--- config.mk ---
export PLATFORM = sky130hd
export DESIGN_NAME = uart_rx_fifo_writer_flat
export DESIGN_NICKNAME = d
export VERILOG_FILES = /design/src/rtl/uart_rx_fifo_writer_if.sv /design/src/rtl/uart_rx_fifo_writer.sv /design/src/flat_wrapper.sv
export SDC_FILE = /design/constraint.sdc
export NUM_CORES = 1
export LEC_CHECK = 0
export ABC_AREA = 1
export ABC_CLOCK_PERIOD_IN_PS = 1740
export BUFFER_PORTS_ARGS = -buffer_cell sky130_fd_sc_hd__buf_2
export CORE_UTILIZATION = 55
export CTS_BUF_LIST = sky130_fd_sc_hd__clkbuf_4
export CTS_CLUSTER_SIZE = 16
export DETAILED_ROUTE_END_ITERATION = 16
export HOLD_SLACK_MARGIN = 0.02
export PLACE_DENSITY = 0.75
export SLEW_MARGIN = 20
export SYNTH_ARGS = -nofsm -noshare
export SYNTH_HDL_FRONTEND = slang
export SYNTH_SLANG_ARGS = --single-unit
--- constraint.sdc ---
create_clock -name WClk -period 1.74 [get_ports WClk]
set_input_delay 0.348 -clock WClk [delete_from_list [all_inputs] [get_ports WClk]]
set_output_delay 0.348 -clock WClk [all_outputs]
set_load 0.02 [all_outputs]
--- src/rtl/uart_rx_fifo_writer_if.sv ---
// FIFO write-port bundle between the UART receiver (master) and the async FIFO write side (slave).
interface uart_rx_fifo_writer_if #(
  parameter int DATA_WIDTH = 8
);
  logic                  Write;
  logic [DATA_WIDTH-1:0] Din;
  logic                  Full;

  modport master (output Write, output Din, input Full);
  modport slave  (input Write, input Din, output Full);
endinterface

--- src/rtl/uart_rx_fifo_writer.sv ---
// Oversampling UART receiver that pushes each good byte into the async FIFO write port.
// Optional parity checking is enabled by defining UART_RX_PARITY_EN.
module uart_rx_fifo_writer #(
  parameter int DATA_WIDTH   = 8,
  parameter int CLKS_PER_BIT = 868
`ifdef UART_RX_PARITY_EN
  , parameter bit PARITY_ODD = 1'b0
`endif
) (
  input  logic                    WClk,
  input  logic                    WReset,
  input  logic                    Rx,
  uart_rx_fifo_writer_if.master   fifo,
  output logic                    Busy,
  output logic                    Frame_Err,
  output logic                    Overrun_Err
`ifdef UART_RX_PARITY_EN
  , output logic                  Parity_Err
`endif
);

  localparam int TICK_W = $clog2(CLKS_PER_BIT);
  localparam int BIT_W  = $clog2(DATA_WIDTH + 1);
  localparam logic [TICK_W-1:0] HALF_M1  = TICK_W'(CLKS_PER_BIT / 2 - 1);
  localparam logic [TICK_W-1:0] BIT_M1   = TICK_W'(CLKS_PER_BIT - 1);
  localparam logic [BIT_W-1:0]  BIT_LAST = BIT_W'(DATA_WIDTH - 1);

  typedef enum logic [2:0] {
    ST_IDLE   = 3'd0,
    ST_START  = 3'd1,
    ST_DATA   = 3'd2,
    ST_STOP   = 3'd3,
    ST_PUSH   = 3'd4
`ifdef UART_RX_PARITY_EN
    , ST_PARITY = 3'd5
`endif
  } state_t;

  state_t                state_r;
  state_t                next_state_s;
  logic                  rx_meta_r;
  logic                  rx_sync_r;
  logic                  rx_prev_r;
  logic [TICK_W-1:0]     tick_r;
  logic [BIT_W-1:0]      bit_cnt_r;
  logic [DATA_WIDTH-1:0] shift_r;
  logic [DATA_WIDTH-1:0] din_r;
  logic                  edge_pend_r;
  logic                  edge_s;
  logic                  sample_s;
  logic                  write_s;
  logic                  frame_err_s;
  logic                  overrun_err_s;
`ifdef UART_RX_PARITY_EN
  logic                  parity_bad_r;
  logic                  parity_err_s;
`endif

  assign edge_s = rx_prev_r & ~rx_sync_r;

  // FSM state register
  always_ff @(posedge WClk or posedge WReset) begin
    if (WReset) begin
      state_r <= ST_IDLE;
    end else begin
      state_r <= next_state_s;
    end
  end

  // Next-state decode; sample points and output pulses are decided here
  always_comb begin
    next_state_s  = state_r;
    sample_s      = 1'b0;
    write_s       = 1'b0;
    frame_err_s   = 1'b0;
    overrun_err_s = 1'b0;
`ifdef UART_RX_PARITY_EN
    parity_err_s  = 1'b0;
`endif
    case (state_r)
      ST_IDLE: begin
        if (edge_s || edge_pend_r) next_state_s = ST_START;
        else                       next_state_s = ST_IDLE;
      end
      ST_START: begin
        sample_s = (tick_r == HALF_M1);
        if (sample_s) begin
          if (rx_sync_r) next_state_s = ST_IDLE;
          else           next_state_s = ST_DATA;
        end else begin
          next_state_s = ST_START;
        end
      end
      ST_DATA: begin
        sample_s = (tick_r == BIT_M1);
        if (sample_s && (bit_cnt_r == BIT_LAST)) begin
`ifdef UART_RX_PARITY_EN
          next_state_s = ST_PARITY;
`else
          next_state_s = ST_STOP;
`endif
        end else begin
          next_state_s = ST_DATA;
        end
      end
`ifdef UART_RX_PARITY_EN
      ST_PARITY: begin
        sample_s = (tick_r == BIT_M1);
        if (sample_s) next_state_s = ST_STOP;
        else          next_state_s = ST_PARITY;
      end
`endif
      ST_STOP: begin
        sample_s = (tick_r == BIT_M1);
        if (!sample_s) begin
          next_state_s = ST_STOP;
`ifdef UART_RX_PARITY_EN
        end else if (parity_bad_r) begin
          parity_err_s = 1'b1;
          frame_err_s  = ~rx_sync_r;
          next_state_s = ST_IDLE;
`endif
        end else if (!rx_sync_r) begin
          frame_err_s  = 1'b1;
          next_state_s = ST_IDLE;
        end else begin
          next_state_s = ST_PUSH;
        end
      end
      ST_PUSH: begin
        // Full is looked at only here, so a full FIFO never aborts a frame in flight
        write_s       = ~fifo.Full;
        overrun_err_s = fifo.Full;
        next_state_s  = ST_IDLE;
      end
      default: begin
        next_state_s = ST_IDLE;
      end
    endcase
  end

  // Synchronizer, bit timing, shift register and held output byte
  always_ff @(posedge WClk or posedge WReset) begin
    if (WReset) begin
      rx_meta_r    <= 1'b1;
      rx_sync_r    <= 1'b1;
      rx_prev_r    <= 1'b1;
      tick_r       <= '0;
      bit_cnt_r    <= '0;
      shift_r      <= '0;
      din_r        <= '0;
      edge_pend_r  <= 1'b0;
`ifdef UART_RX_PARITY_EN
      parity_bad_r <= 1'b0;
`endif
    end else begin
      rx_meta_r <= Rx;
      rx_sync_r <= rx_meta_r;
      rx_prev_r <= rx_sync_r;

      if ((state_r == ST_IDLE) || sample_s) tick_r <= '0;
      else                                  tick_r <= tick_r + TICK_W'(1);

      if (state_r != ST_DATA) bit_cnt_r <= '0;
      else if (sample_s)      bit_cnt_r <= bit_cnt_r + BIT_W'(1);

      if ((state_r == ST_DATA) && sample_s) shift_r <= {rx_sync_r, shift_r[DATA_WIDTH-1:1]};

      if (write_s) din_r <= shift_r;

      // A start edge seen during PUSH is remembered so the next frame starts from IDLE
      edge_pend_r <= (state_r == ST_PUSH) & edge_s;

`ifdef UART_RX_PARITY_EN
      if (state_r == ST_IDLE) begin
        parity_bad_r <= 1'b0;
      end else if ((state_r == ST_PARITY) && sample_s) begin
        parity_bad_r <= ((^shift_r) ^ rx_sync_r) != PARITY_ODD;
      end
`endif
    end
  end

  assign fifo.Write  = write_s;
  assign fifo.Din    = write_s ? shift_r : din_r;
  assign Busy        = (state_r != ST_IDLE);
  assign Frame_Err   = frame_err_s;
  assign Overrun_Err = overrun_err_s;
`ifdef UART_RX_PARITY_EN
  assign Parity_Err  = parity_err_s;
`endif

endmodule

--- src/flat_wrapper.sv ---
// flat-port wrapper written by rule: the top's interface ports become plain ports
module uart_rx_fifo_writer_flat 
#(
  parameter int DATA_WIDTH   = 8,
  parameter int CLKS_PER_BIT = 868

)
  (WClk, WReset, Rx, Busy, Frame_Err, Overrun_Err, fifo_Write, fifo_Din, fifo_Full);
  uart_rx_fifo_writer_if #(.DATA_WIDTH(DATA_WIDTH)) fifo_i ();
  input  logic WClk;
  input  logic WReset;
  input  logic Rx;
  output logic Busy;
  output logic Frame_Err;
  output logic Overrun_Err;
  output wire logic [$bits(fifo_i.Write)-1:0] fifo_Write;
  output wire logic [$bits(fifo_i.Din)-1:0] fifo_Din;
  input wire logic [$bits(fifo_i.Full)-1:0] fifo_Full;
  assign fifo_Write = fifo_i.Write;
  assign fifo_Din = fifo_i.Din;
  assign fifo_i.Full = fifo_Full;
  uart_rx_fifo_writer #(.DATA_WIDTH(DATA_WIDTH), .CLKS_PER_BIT(CLKS_PER_BIT)) u_core (.WClk(WClk), .WReset(WReset), .Rx(Rx), .fifo(fifo_i), .Busy(Busy), .Frame_Err(Frame_Err), .Overrun_Err(Overrun_Err));
endmodule
### Word level (Yosys, flattened, before mapping)

Index checks and enable logic that the tools add are counted.

* output and inout bits: 12
* register bits: 37

* reductions and logical operators: 8
* bitwise operators: 4
* equality and inequality tests: 8
* add/sub/neg operators: 2
* muxes and demuxes: 17

Operator list (number)
* $pmux 3 s4: 1
* $add 10x1->10 const B: 1
* $eq 10x10->1 const B: 1
* $eq 10x9->1 const B: 1
* $mux 10: 1
* $mux 4: 2
* $mux 8: 1
* $mux 1: 7
* $eq 3x2->1 const B: 2
* $mux 3: 2
* $add 4x1->4 const B: 1
* $eq 4x3->1 const B: 1
* $mux 2: 2
* $eq 3x1->1 const B: 1
* $eq 3x3->1 const B: 1
* $logic_not 3->1: 1
* $ne 3x2->1 const B: 1
* $reduce_bool 3->1: 1
* $and 1x1->1: 2
* $logic_and 1x1->1: 2
* $logic_or 1x1->1: 2
* $not 1->1: 2
* $pmux 1 s2: 1
* $reduce_bool 2->1: 1
* $reduce_or 2->1: 1

### Depth between registers and ports, before layout

* depth in word-level cells: 5
* mapped depth: 9
* mapped depth without buffers: 9

### Worst setup path before layout

No wires, ideal clock.

* path kind: flip-flop to output port
* from: register u_core.state_r[1]
* to: output fifo_Din[0]
* cell stages (with the launch flop): 5
* data arrival time: 1.351 ns
* path buffers: 0
* slack: 0.041 ns
* path through: dfrtp_1 > nor2_1 > nand2_1 > nor2_4 > mux2_1

* longest elaborated chain between the ends: 3

Ends and longest elaborated chain
* from (decl): line uart_rx_fifo_writer.sv:39 `state_t state_r;`
* from (signal assigned): line uart_rx_fifo_writer.sv:66 `state_r <= next_state_s;`
* $eq 3x3->1: line uart_rx_fifo_writer.sv:80 `case (state_r)`
* $mux 1: line uart_rx_fifo_writer.sv:80
* named net fifo_Write: line flat_wrapper.sv:16 `output wire logic [$bits(fifo_i.Write)-1:0] fifo_Write;`
* $mux 8: line uart_rx_fifo_writer.sv:185 `assign fifo.Din = write_s ? shift_r : din_r;`
* to (decl): line flat_wrapper.sv:17 `output wire logic [$bits(fifo_i.Din)-1:0] fifo_Din;`

The timed path passes the listed nets, and every way through them passes these cells.

### Worst setup path in the final report

* from: register u_core.state_r[1]
* to: output fifo_Din[2]

* longest elaborated chain between the ends: 3

Ends and longest elaborated chain (line)
* $eq 3x3->1: uart_rx_fifo_writer.sv:80
* $mux 1: uart_rx_fifo_writer.sv:80
* $mux 8: uart_rx_fifo_writer.sv:185

No other way between the ends.

==> results.json <==
{
  "slew_headroom": 0.701,
  "drt_iter0_markers": 97,
  "cts_tree": "built",
  "synth_cells": 185,
  "grt.overflow.total": 0,
  "cts_sinks": 37,
  "antenna_cells": 0,
  "io_pins": 16,
  "worstPathMaxFanout": 5,
  "dieArea_um2": 3400,
  "wl_mm": 4.10,
  "finish.utilization": 0.759,
  "wire_per_inst_um": 15.0,
  "cts_buffer_depth": 2,
  "synth_top_area_cell": "dfrtp_1",
  "critPathSlowestCell": "dfrtp_1",
  "place_congestion": 0.857,
  "maxCapViolCount": 0,
  "die_x_um": 58.3,
  "critical_path.startpoint_type": "register",
  "synth_seq_area_share": 0.534,
  "syn2layout_area_growth_pct": 31.9,
  "grt_pass1_wl_mm": 6.16,
  "hold_ws_ps": 69.1,
  "critical_path_arrival_ps": 1740,
  "clk_pin_slew_ps": 110,
  "rsz0062_at_grt": "yes",
  "synth.distinct_cells": 26,
  "path_class": "reg2out",
  "ys_warn_count": 0,
  "pre_cts_slack_ps": -36.7,
  "antenna_found_initial": 0,
  "core_um2": 3030,
  "hold_viol": 0,
  "worst_ir_drop_vdd_mv": 0.794,
  "drc": 0,
  "async_flop_share": 1.00,
  "cts_buffers": 5,
  "skew_ps": 7.48,
  "synth.net_count": 192,
  "synth_xor_area_frac": 0.0402,
  "period_share": 1.20,
  "clk_latency_ps": 360,
  "synth_ff_type": "dfrtp_1",
  "initial_utilization": 0.575,
  "die_y_um": 58.3,
  "power.total_uw": 2010,
  "ant_nets": 0,
  "viasPerCell": 5.49,
  "synth_area_leaders": "dfrtp_1 (49%), nand2_1 (8.8%), nand3_1 (6.6%)",
  "first_global_vias": 1401,
  "muxShareOfSynthArea": 0.0517,
  "dp_hpwl_mm": 2.38,
  "synth_compound_area_frac": 0.0144,
  "placementRows": 20,
  "yosysTopAreaCellShare": 0.489,
  "finalWorstSetupSlack_ps": -344,
  "worstMarginPinSlew_ps": 448,
  "violations": "negative setup slack",
  "root_buffer": "clkbuf_4",
  "htree_levels": 2,
  "grt_max_degree": 38,
  "synth_top_family_by_area": "simple AND/OR/NAND/NOR gates",
  "syn-cell-area_um2": 1740,
  "final_max_slew_viol_count": 0,
  "required_ps": 1390,
  "hold_class": "in2async",
  "track_usage": 0.252,
  "clock.fmax_mhz": 480,
  "nets": 236,
  "drive_above_1_share": 0.378,
  "status": "finished with violations",
  "portBuffers": 15,
  "nFillCells": 203,
  "endpoint_kind": "output port",
  "slowest_delay_ps": 410,
  "power_density_nw_per_um2": 875,
  "ys_ff_latch": 37,
  "firstDrtPassIters": 6,
  "synthSimpleGateAreaFrac": 0.290,
  "p_leak_uw": 0.00115,
  "synth_edf_count": 0,
  "cp_cell_sequence": "nor2_2 > nand2_2 > nor2_4 > mux2_4 > buf_6",
  "period_needed_ps": 2080,
  "ff2ff_path_depth": 9,
  "vias": 1504,
  "setup_viol": 11,
  "postSynthAreaPerCell_um2": 9.41,
  "synthAdderAreaFrac": 0.0216
}
synth_stat cells (2+ instances only):
library cell / count
nor2_2: 5
xor2_1: 7
nand3_2: 2
dfstp_2: 3
inv_2: 8
nor2_1: 18
dfrtp_1: 34
o21ai_1: 2
inv_1: 10
ha_1: 3
mux2_1: 8
nor3_1: 2
a21oi_1: 3
nand4_1: 6
nand2_1: 41
nand3_1: 23
sequential cells by signal, indices dropped and copies added, names as in the netlist:
signal and flops:
u_core.rx_meta_r 1, u_core.shift_r 8, u_core.din_r 8, u_core.rx_sync_r 1
u_core.bit_cnt_r 4, u_core.edge_pend_r 1, u_core.tick_r 10, u_core.state_r 3
u_core.rx_prev_r 1
placed cells by master (no fill, tap or decap), drive strengths merged:
master / count
buf: 38
nor2: 25
nand4: 6
nor3: 3
a21oi: 3
xor2: 7
dfstp: 3
bufinv: 1
nand2: 43
nor4: 1
inv: 18
dfrtp: 34
clkbuf: 6
o21ai: 2
xnor2: 1
clkinv: 1
nand3b: 1
mux2: 8
ha: 3
nand3: 26
metal layers:
layer | global-route usage | wire [um] | vias up
met3 | 0.0826 | 265 | 23
li1 | - | - | 692
met1 | 0.318 | 1650 | 719
met2 | 0.386 | 2000 | 70
met5 | 0 | 0 | -
met4 | 0.133 | 191 | 0
what timing repair did:
item | 4_1_cts | 5_1_grt
hold endpoints to repair | 0 | 0
gates cloned | 1 | 0
buffers inserted | 9 | 5
gates resized for setup | 28 | 15
hold buffers | 0 | 0
pin swaps | 6 | 5
setup endpoints to repair | 11 | 19
worst max-delay path, delay by kind of cell, from the launching register on:
kind / cells / cell delay [ps]
flops: 1 / 410
simple gates: 3 / 490
mux: 1 / 340
buf+inv: 1 / 130
cell families (layout without fill, tap and decap cells):
| logic type | after synthesis | count (layout) |
|---|---|---|
| flops | 37 | 37 |
| simple gates | 104 | 105 |
| mux | 8 | 8 |
| buf+inv | 20 | 64 |
| xor+xnor | 8 | 8 |
| compound gates | 5 | 5 |
| fa+ha+maj | 3 | 3 |
worst paths after layout:
kind,endpoint,startpoint,slack (ps)
worst min-delay path,u_core.din_r[7],WReset,70
worst max register to register,u_core.shift_r[6],u_core.tick_r[7],60
worst max-delay path,fifo_Din[2],u_core.state_r[1],-340
max in group asynchronous,u_core.rx_prev_r,WReset,1320
min in group WClk,u_core.rx_meta_r,Rx,80
worst min register to register,u_core.rx_sync_r,u_core.rx_meta_r,360
stage by stage:
step                      TNS, ps  std cells  instance area, um2
after floorplan                 0        185                1740
after global placement          0        251                1920
after detailed placement     -174        251                1920
after CTS                   -3080        269                2170
after global routing        -3770        274                2300
final                       -2920        274                2300
power by group:
| group | switching (uW) | internal, uW |
|---|---|---|
| sequential | 45.8 | 923 |
| combinational | 243 | 182 |
| clock | 295 | 321 |
final cells by class:
| cell class | instances | area (um2) | area share |
|---|---|---|---|
| multi-input combinational | 129 | 822 | 0.358 |
| clock inverter | 2 | 38.8 | 0.0169 |
| inverter | 18 | 67.6 | 0.0294 |
| tap | 44 | 55.1 | 0.0240 |
| sequential | 37 | 931 | 0.405 |
| clock buffer | 6 | 45.0 | 0.0196 |
| timing repair buffer | 38 | 338 | 0.147 |
Note: power is estimated with default switching activity, not from simulation.
